## src/rtl/time_setter.sv

```systemverilog
// Button-driven time/alarm editor: debounces four buttons, edits a packed-BCD
// hh:mm:ss buffer seeded from the running clock, and commits via load/put_alarm.
module time_setter #(
    parameter logic [15:0] DEBOUNCE     = 16'd50000,
    parameter logic [23:0] REPEAT_DELAY = 24'd5000000,
    parameter logic [23:0] REPEAT_RATE  = 24'd1000000
) (
    input  logic       clk,
    input  logic       reset,
    input  logic       btn_mode,
    input  logic       btn_up,
    input  logic       btn_down,
    input  logic       btn_cancel,
    input  logic       alarm_sel,
    input  logic [7:0] hh,
    input  logic [7:0] mm,
    input  logic [7:0] ss,
    output logic [7:0] hh_in,
    output logic [7:0] mm_in,
    output logic [7:0] ss_in,
    output logic       load,
    output logic       put_alarm,
    output logic       editing,
    output logic [1:0] field
);

    typedef enum logic [2:0] {
        S_IDLE,
        S_EDIT_HH,
        S_EDIT_MM,
        S_EDIT_SS,
        S_COMMIT
    } state_t;

    function automatic logic [7:0] bcd_inc(input logic [7:0] v, input logic [7:0] top);
        if (v == top)              return '0;
        else if (v[3:0] == 4'd9)   return {v[7:4] + 4'd1, 4'd0};
        else                       return {v[7:4], v[3:0] + 4'd1};
    endfunction

    function automatic logic [7:0] bcd_dec(input logic [7:0] v, input logic [7:0] top);
        if (v == 8'h00)            return top;
        else if (v[3:0] == 4'd0)   return {v[7:4] - 4'd1, 4'd9};
        else                       return {v[7:4], v[3:0] - 4'd1};
    endfunction

    // Button bit order: 0 mode, 1 up, 2 down, 3 cancel
    logic [3:0]  raw;
    logic [3:0]  stable_q, stable_dly_q, ev_q;
    logic [15:0] db_cnt_q [4];

    assign raw = {btn_cancel, btn_down, btn_up, btn_mode};

    always_ff @(posedge clk) begin
        if (reset) begin
            stable_q     <= '0;
            stable_dly_q <= '0;
            ev_q         <= '0;
            for (int unsigned i = 0; i < 4; i++) db_cnt_q[i] <= '0;
        end else begin
            stable_dly_q <= stable_q;
            ev_q         <= stable_q & ~stable_dly_q;
            for (int unsigned i = 0; i < 4; i++) begin
                if (raw[i] != stable_q[i]) begin
                    if (db_cnt_q[i] == DEBOUNCE - 16'd1) begin
                        stable_q[i] <= raw[i];
                        db_cnt_q[i] <= '0;
                    end else begin
                        db_cnt_q[i] <= db_cnt_q[i] + 16'd1;
                    end
                end else begin
                    db_cnt_q[i] <= '0;
                end
            end
        end
    end

    logic ev_mode, ev_up, ev_down, ev_cancel, held_up, held_dn;
    assign ev_mode   = ev_q[0];
    assign ev_up     = ev_q[1];
    assign ev_down   = ev_q[2];
    assign ev_cancel = ev_q[3];
    assign held_up   = stable_q[1] & ~stable_q[2];
    assign held_dn   = stable_q[2] & ~stable_q[1];

    state_t      state_q, state_d;
    logic        mode_q, mode_d;
    logic [7:0]  hh_q, hh_d, mm_q, mm_d, ss_q, ss_d;
    logic [23:0] rpt_cnt_q, rpt_cnt_d;
    logic        rpt_phase_q, rpt_phase_d;
    logic        load_q, put_alarm_q, editing_q;
    logic [1:0]  field_q, field_d;
    logic        step_up, step_dn, rpt_hit;

    always_comb begin
        state_d     = state_q;
        mode_d      = mode_q;
        hh_d        = hh_q;
        mm_d        = mm_q;
        ss_d        = ss_q;
        rpt_cnt_d   = '0;
        rpt_phase_d = 1'b0;
        step_up     = 1'b0;
        step_dn     = 1'b0;
        rpt_hit     = rpt_phase_q ? (rpt_cnt_q == REPEAT_RATE - 24'd1)
                                  : (rpt_cnt_q == REPEAT_DELAY - 24'd1);

        case (state_q)
            S_IDLE: begin
                if (ev_mode) begin
                    hh_d    = hh;
                    mm_d    = mm;
                    ss_d    = ss;
                    mode_d  = alarm_sel;
                    state_d = S_EDIT_HH;
                end
            end
            S_EDIT_HH, S_EDIT_MM, S_EDIT_SS: begin
                if (ev_cancel) begin
                    state_d = S_IDLE;
                end else begin
                    // Repeat counter only runs with no fresh event and no field change
                    if (ev_up && !ev_down) begin
                        step_up = 1'b1;
                    end else if (ev_down && !ev_up) begin
                        step_dn = 1'b1;
                    end else if (!ev_up && !ev_down && !ev_mode && (held_up || held_dn)) begin
                        if (rpt_hit) begin
                            step_up     = held_up;
                            step_dn     = held_dn;
                            rpt_phase_d = 1'b1;
                        end else begin
                            rpt_cnt_d   = rpt_cnt_q + 24'd1;
                            rpt_phase_d = rpt_phase_q;
                        end
                    end
                    if (ev_mode) begin
                        if (state_q == S_EDIT_HH)      state_d = S_EDIT_MM;
                        else if (state_q == S_EDIT_MM) state_d = S_EDIT_SS;
                        else                           state_d = S_COMMIT;
                    end
                end
            end
            S_COMMIT: state_d = S_IDLE;
            default:  state_d = S_IDLE;
        endcase

        if (step_up || step_dn) begin
            case (state_q)
                S_EDIT_HH: hh_d = step_up ? bcd_inc(hh_q, 8'h23) : bcd_dec(hh_q, 8'h23);
                S_EDIT_MM: mm_d = step_up ? bcd_inc(mm_q, 8'h59) : bcd_dec(mm_q, 8'h59);
                S_EDIT_SS: ss_d = step_up ? bcd_inc(ss_q, 8'h59) : bcd_dec(ss_q, 8'h59);
                default: ;
            endcase
        end
    end

    always_comb begin
        field_d = 2'd0;
        case (state_d)
            S_EDIT_HH: field_d = 2'd1;
            S_EDIT_MM: field_d = 2'd2;
            S_EDIT_SS: field_d = 2'd3;
            default:   field_d = 2'd0;
        endcase
    end

    always_ff @(posedge clk) begin
        if (reset) begin
            state_q     <= S_IDLE;
            mode_q      <= 1'b0;
            hh_q        <= '0;
            mm_q        <= '0;
            ss_q        <= '0;
            rpt_cnt_q   <= '0;
            rpt_phase_q <= 1'b0;
            load_q      <= 1'b0;
            put_alarm_q <= 1'b0;
            editing_q   <= 1'b0;
            field_q     <= '0;
        end else begin
            state_q     <= state_d;
            mode_q      <= mode_d;
            hh_q        <= hh_d;
            mm_q        <= mm_d;
            ss_q        <= ss_d;
            rpt_cnt_q   <= rpt_cnt_d;
            rpt_phase_q <= rpt_phase_d;
            load_q      <= (state_d == S_COMMIT) && !mode_d;
            put_alarm_q <= (state_d == S_COMMIT) && mode_d;
            editing_q   <= (field_d != 2'd0);
            field_q     <= field_d;
        end
    end

    assign hh_in     = hh_q;
    assign mm_in     = mm_q;
    assign ss_in     = ss_q;
    assign load      = load_q;
    assign put_alarm = put_alarm_q;
    assign editing   = editing_q;
    assign field     = field_q;

endmodule

```

## config.mk

```make
export PLATFORM = sky130hd
export DESIGN_NAME = time_setter
export DESIGN_NICKNAME = d
export VERILOG_FILES = /design/src/rtl/time_setter.sv
export SDC_FILE = /design/constraint.sdc
export NUM_CORES = 1
export LEC_CHECK = 0
export CORE_UTILIZATION = 30
export DETAILED_ROUTE_END_ITERATION = 16
export HOLD_SLACK_MARGIN = 0.02
export SLEW_MARGIN = 10
export SYNTH_ARGS = -nofsm -noshare
export SYNTH_HDL_FRONTEND = slang
export SYNTH_SLANG_ARGS = --single-unit
```

## constraint.sdc

```tcl
create_clock -name clk -period 2.8 [get_ports clk]
set_input_delay 0.28 -clock clk [delete_from_list [all_inputs] [get_ports clk]]
set_output_delay 0.28 -clock clk [all_outputs]
set_load 0.1 [all_outputs]
```

# Word level (Yosys, flattened, before mapping)
# Memories as Yosys holds them, arrays and structs flattened.
# Index checks and enable logic that the tools add are counted.
# word_totals
out_inout_bits	29
mem_count	1
ram_bits	64
reg_bits	70
# classes
eq_ne	29
addsub	17
n_reduce_logical	31
muxes	107
bitwise_logic	20
# mem_list
name	words	width	read_ports	rd_clocked_by_memory_dff	wr	line_no	source
db_cnt_q	4	16	4	0	4	50	logic [15:0] db_cnt_q [4];
# op_table
operator	n
$mux W8	27
$mux W16	12
$add A16 B1 Y16 const B	4
$eq A16 B16 Y1 const B	4
$mux W1	61
$add A24 B1 Y24 const B	1
$add A4 B1 Y4 const B	6
$eq A24 B20 Y1 const B	1
$eq A24 B23 Y1 const B	1
$logic_not A8 Y1	3
$sub A4 B1 Y4 const B	6
$ne A5 B3 Y1 const B	4
$eq A8 B7 Y1 const B	2
$mux W3	5
$reduce_and A2 Y1	7
$eq A3 B2 Y1 const B	4
$eq A4 B4 Y1 const B	3
$logic_not A4 Y1	3
$or A1 B1 Y1	12
$ne A5 B5 Y1 const B	2
$eq A8 B6 Y1 const B	1
$logic_and A1 B1 Y1	7
$reduce_or A7 Y1	1
$eq A3 B1 Y1 const B	2
14 further kinds	25

# Depth between registers and ports, before layout
# logic_depth
word_depth	12
ltp_mapped	11

# Worst setup path before layout
# Ideal clock, no wire load.
# synth_timing
path_kind	reg2reg
startpoint	register hh_q[4], in the netlist hh_in[4]
endpoint	register hh_q[2], in the netlist hh_in[2]
setup_ps	88
arrival_time_ps	2537
stages_incl_launch_ff	10
period_less_slack_ps	2625
setup_slack_ps	175
path_cell_list	dfxtp_1 inv_1 ha_1 nand2_1 o41ai_1 nand2b_1 nand2_1 mux4_2 nor2b_1 a311oi_2
# synth_via
elab_chain_cells	5
elab_cells_between_ends	7
cone_classes	eq/ne: 1; mux: 5; reduce/logical: 1
# synth_lines
element	line_no	source
start, declared	88	logic [7:0] hh_q, hh_d, mm_q, mm_d, ss_q, ss_d;
start signal, assigned	184	hh_q <= hh_d;
$eq A8 B6 Y1 / $logic_not A8 Y1 (equally long branches)	36, 42	
$mux W8 (on tied branches)	36, 42	
$mux W8 (*)	150	S_EDIT_HH: hh_d = step_up ? bcd_inc(hh_q, 8'h23) : bcd_dec(hh_q, 8'h23);
$mux W8 (*)	149	case (state_q)
$mux W8 (*)	148	if (step_up || step_dn) begin
# Mark *: on every way between the ends. The rest lies on a longest branch, timed or not.
# A chain may end at the register's enable or synchronous reset.

# Worst setup path in the final report
# layout_timing
startpoint	register stable_q[1]
endpoint	register mm_q[2], in the netlist mm_in[2]
# layout_via
elab_chain_cells	12
elab_cells_between_ends	21
cone_classes	mux: 15; bitwise: 3; reduce/logical: 3
# layout_lines
element	line_no	source
start, declared	49	logic [3:0] stable_q, stable_dly_q, ev_q;
start signal, assigned by index	66	stable_q[i] <= raw[i];
$not A1 Y1	84	assign held_dn = stable_q[2] & ~stable_q[1];
$and A1 B1 Y1	84	
$logic_or A1 B1 Y1	127	end else if (!ev_up && !ev_down && !ev_mode && (held_up || held_dn)) begin
$logic_and A1 B1 Y1	127	
$mux W1	127	
$mux W1	125	end else if (ev_down && !ev_up) begin
$mux W1	123	if (ev_up && !ev_down) begin
$mux W1	119	if (ev_cancel) begin
$mux W1	108	case (state_q)
$mux W8	151	S_EDIT_MM: mm_d = step_up ? bcd_inc(mm_q, 8'h59) : bcd_dec(mm_q, 8'h59);
$mux W8	149	
$mux W8 (*)	148	
end signal, assigned	185	mm_q <= mm_d;
end, declared	88	
# Marked as above.

==> flow_summary.json <==
{
  "status": "finished clean",
  "cts_buffer_depth": 2,
  "synthAdderAreaFrac": 0.04874,
  "p_sw_frac": 0.2188,
  "drc_errors": 0,
  "register_area_sq_um": 3324,
  "synth-xor-area-share": 0.09781,
  "clkPwrFrac": 0.500,
  "cts_root_buf": "clkbuf_16",
  "end_kind": "register",
  "multiInputGateArea_sq_um": 4342,
  "rsz0062_at_grt": "false",
  "antenna_found_initial": 0,
  "syn_avg_cell_area_sq_um": 9.007,
  "final_common_cell": "nor2_1",
  "netlist-cell-type-count": 71,
  "arrival_ps": 2860,
  "cts_sinks": 134,
  "r2r_slack_ps": 270,
  "reg2reg_from": "stable_q[1]",
  "tns_ps": 0,
  "synth.mux.area_fraction": 0.01885,
  "syn_area_sq_um": 7701,
  "gp_congestion": 0.8155,
  "p_total_uw": 4638,
  "p_int_uw": 3623,
  "finish.net_count": 1033,
  "post-route-min-period_ps": 2526,
  "setup.worst_path.start": "stable_q[1]",
  "setup_violations": 0,
  "firstDrtPassIters": 6,
  "wl_met3_um": 619,
  "core_sq_um": 25180,
  "worst_pin_slew_ps": 663.3,
  "cp_data_required_time_ps": 3130,
  "comb_power_share": 0.035,
  "maxCapViolCount": 0,
  "n_fill_cell": 2530,
  "worstHoldPathType": "in2reg",
  "rr_worst_depth": 9,
  "synthArstFlopShare": 0,
  "syn_inst": 855,
  "die_w_um": 162.2,
  "n_antenna_cell": 0,
  "start_util": 0.3058,
  "fin_cells": 1315,
  "synth-compound-area-share": 0.1067,
  "synth_seq_cells": 134,
  "wire_per_inst_um": 12.57,
  "drive_gt1_frac": 0.09848,
  "p_sw_uw": 1015,
  "wl_met1_mm": 8.286,
  "crit_cells": 9,
  "routed_wl_mm": 16.53,
  "final_max_slew_viol_count": 0,
  "cpPeakStageDelay_ps": 450,
  "overflow": 0,
  "grt_pass1_vias": 5825,
  "ir_worst_vdd_mv": 0.3396,
  "post-route-util": 0.3757,
  "cp-start-kind": "register",
  "via_per_inst": 4.665,
  "p_seq_frac": 0.465,
  "numCtsBuffers": 17,
  "ant_nets": 0,
  "critical_path_class": "reg2reg",
  "finalHoldViolCount": 0,
  "grt_pass1_wl_mm": 28.12,
  "finalClockSkew_ps": 11.95,
  "slowest_stage": "mux4_2",
  "clk_latency_ps": 420,
  "cellPowerDensity_nw_per_um2": 490.2,
  "io_pins": 60,
  "vias": 6134,
  "synth_warnings": 0,
  "track_usage": 0.1325,
  "die_h_um": 162.2,
  "cp_top_family": "simple AND/OR/NAND/NOR gates",
  "wl_met2_mm": 7.493,
  "dp_cells": 1283,
  "num_rows": 58,
  "path_buf_inv": 1,
  "relSlewSlack": 0.5537,
  "cts.clk_slew.worst_paths_ps": 60,
  "synth-edff-count": 64,
  "synth_simple_gate_area_frac": 0.2582,
  "p_leak_uw": 0.003402,
  "crit_path_cell_trace": "inv_1, ha_1, nor3b_4, and4b_1, a41oi_2, nand2b_1, mux4_2, nor2b_1, a311oi_2",
  "timing.rr.end": "mm_in[2]",
  "setup.worst_path.end": "mm_in[2]",
  "h-tree-depth": 4,
  "crit_fanout": 4,
  "die_area_sq_um": 26320,
  "grt_max_degree": 29,
  "area_delta_synth_final_pct": 22.84,
  "seq_area_frac_synth": 0.4315,
  "dr.first_iter.drc_count": 383,
  "synthFlopType": "dfxtp_1",
  "fmax_mhz": 395.9,
  "hold_ws_ps": 336.1,
  "topRoutingLayerUsed": "met4",
  "synth_top_family_by_area": "simple AND/OR/NAND/NOR gates",
  "cts_tree": "yes",
  "io_buffer_count": 59,
  "final_cell_mix": "nor2_1, nand2_1, dfxtp_1",
  "fin_crit_sh": 0.9021,
  "dp_hpwl_mm": 11.91
}
## power groups by stage
stage / Combinational (uW) / Sequential (uW) / Clock [uW]
final: 163 / 2160 / 2320
after CTS: 164 / 2160 / 2380
after floorplan: 102 / 2190 / 0
after global routing: 188 / 2160 / 2470
after global placement: 162 / 2200 / 0
after detailed placement: 162 / 2200 / 0
## layer usage
layer | track usage | vias to the layer above
li1 | - | 3200
met4 | 0.03473 | 0
met1 | 0.1759 | 2846
met2 | 0.2113 | 79
met3 | 0.03575 | 9
met5 | 0 | -
## state kept, by name, indices dropped and copies added (netlist names), 2 cells and up
name	flops
state_q	3
stable_dly_q	4
rpt_cnt_q	24
hh_in	8
field	2
ss_in	8
mm_in	8
db_cnt_q	64
stable_q	4
ev_q	4
## kinds of logic (layout without fill, tap and decap cells)
kind of cell	after synthesis	after routing
flip-flops	134	134
AND/OR/NAND/NOR	401	401
other	1	64
XOR/XNOR	86	86
AO/OA/AOI/OAI	117	117
buffers and inverters	74	141
multiplexers	12	12
adder cells (fa/ha/maj)	30	30
## cell type report
type	count	area share
clock inverter	14	0.01838
clock buffer	18	0.04642
inverter	33	0.01309
timing repair buffer	76	0.06811
multi-input combinational	710	0.4589
sequential	134	0.3514
tap	330	0.04365
## per-stage QoR
stage               setup WS (ps)  instance area [sq um]
floorplan                   175.1                   7938
global placement            255.0                   8827
detailed placement          157.4                   8827
CTS                         135.3                   9440
global route                46.96                   9460
finish                      274.1                   9460
## worst min-delay path by stage
| stage | from | end | slack, ps | depth (start not counted) |
|---|---|---|---|---|
| after global routing | reset | stable_q[0] | 330 | 2 |
| final | reset | stable_dly_q[1] | 340 | 2 |
| after CTS | reset | stable_q[0] | 310 | 2 |
| after detailed placement | stable_dly_q[3] | ev_q[3] | 370 | 1 |
| after floorplan | stable_dly_q[0] | ev_q[0] | 370 | 1 |
| after global placement | stable_dly_q[3] | ev_q[3] | 370 | 1 |
## what timing repair did
item	CTS	global route
buffers inserted	0	0
endpoints found under the setup margin	0	3
resized for setup	0	4
hold buffers	0	0
hold endpoints to repair	0	0
## synthesized netlist by cell type (22+ instances only)
cell type / count / area [sq um]
a21oi_1: 26 / 130.1
and3_1: 23 / 143.9
clkbuf_1: 35 / 131.4
dfxtp_1: 70 / 1401
edfxtp_1: 64 / 1922
ha_1: 30 / 375.4
inv_1: 33 / 123.9
nand2_1: 83 / 311.6
nand3_1: 40 / 200.2
nor2_1: 136 / 510.5
o21ai_0: 22 / 110.1
xnor2_1: 40 / 350.3
xor2_1: 46 / 402.9
Power figures use the tool's default switching activity.
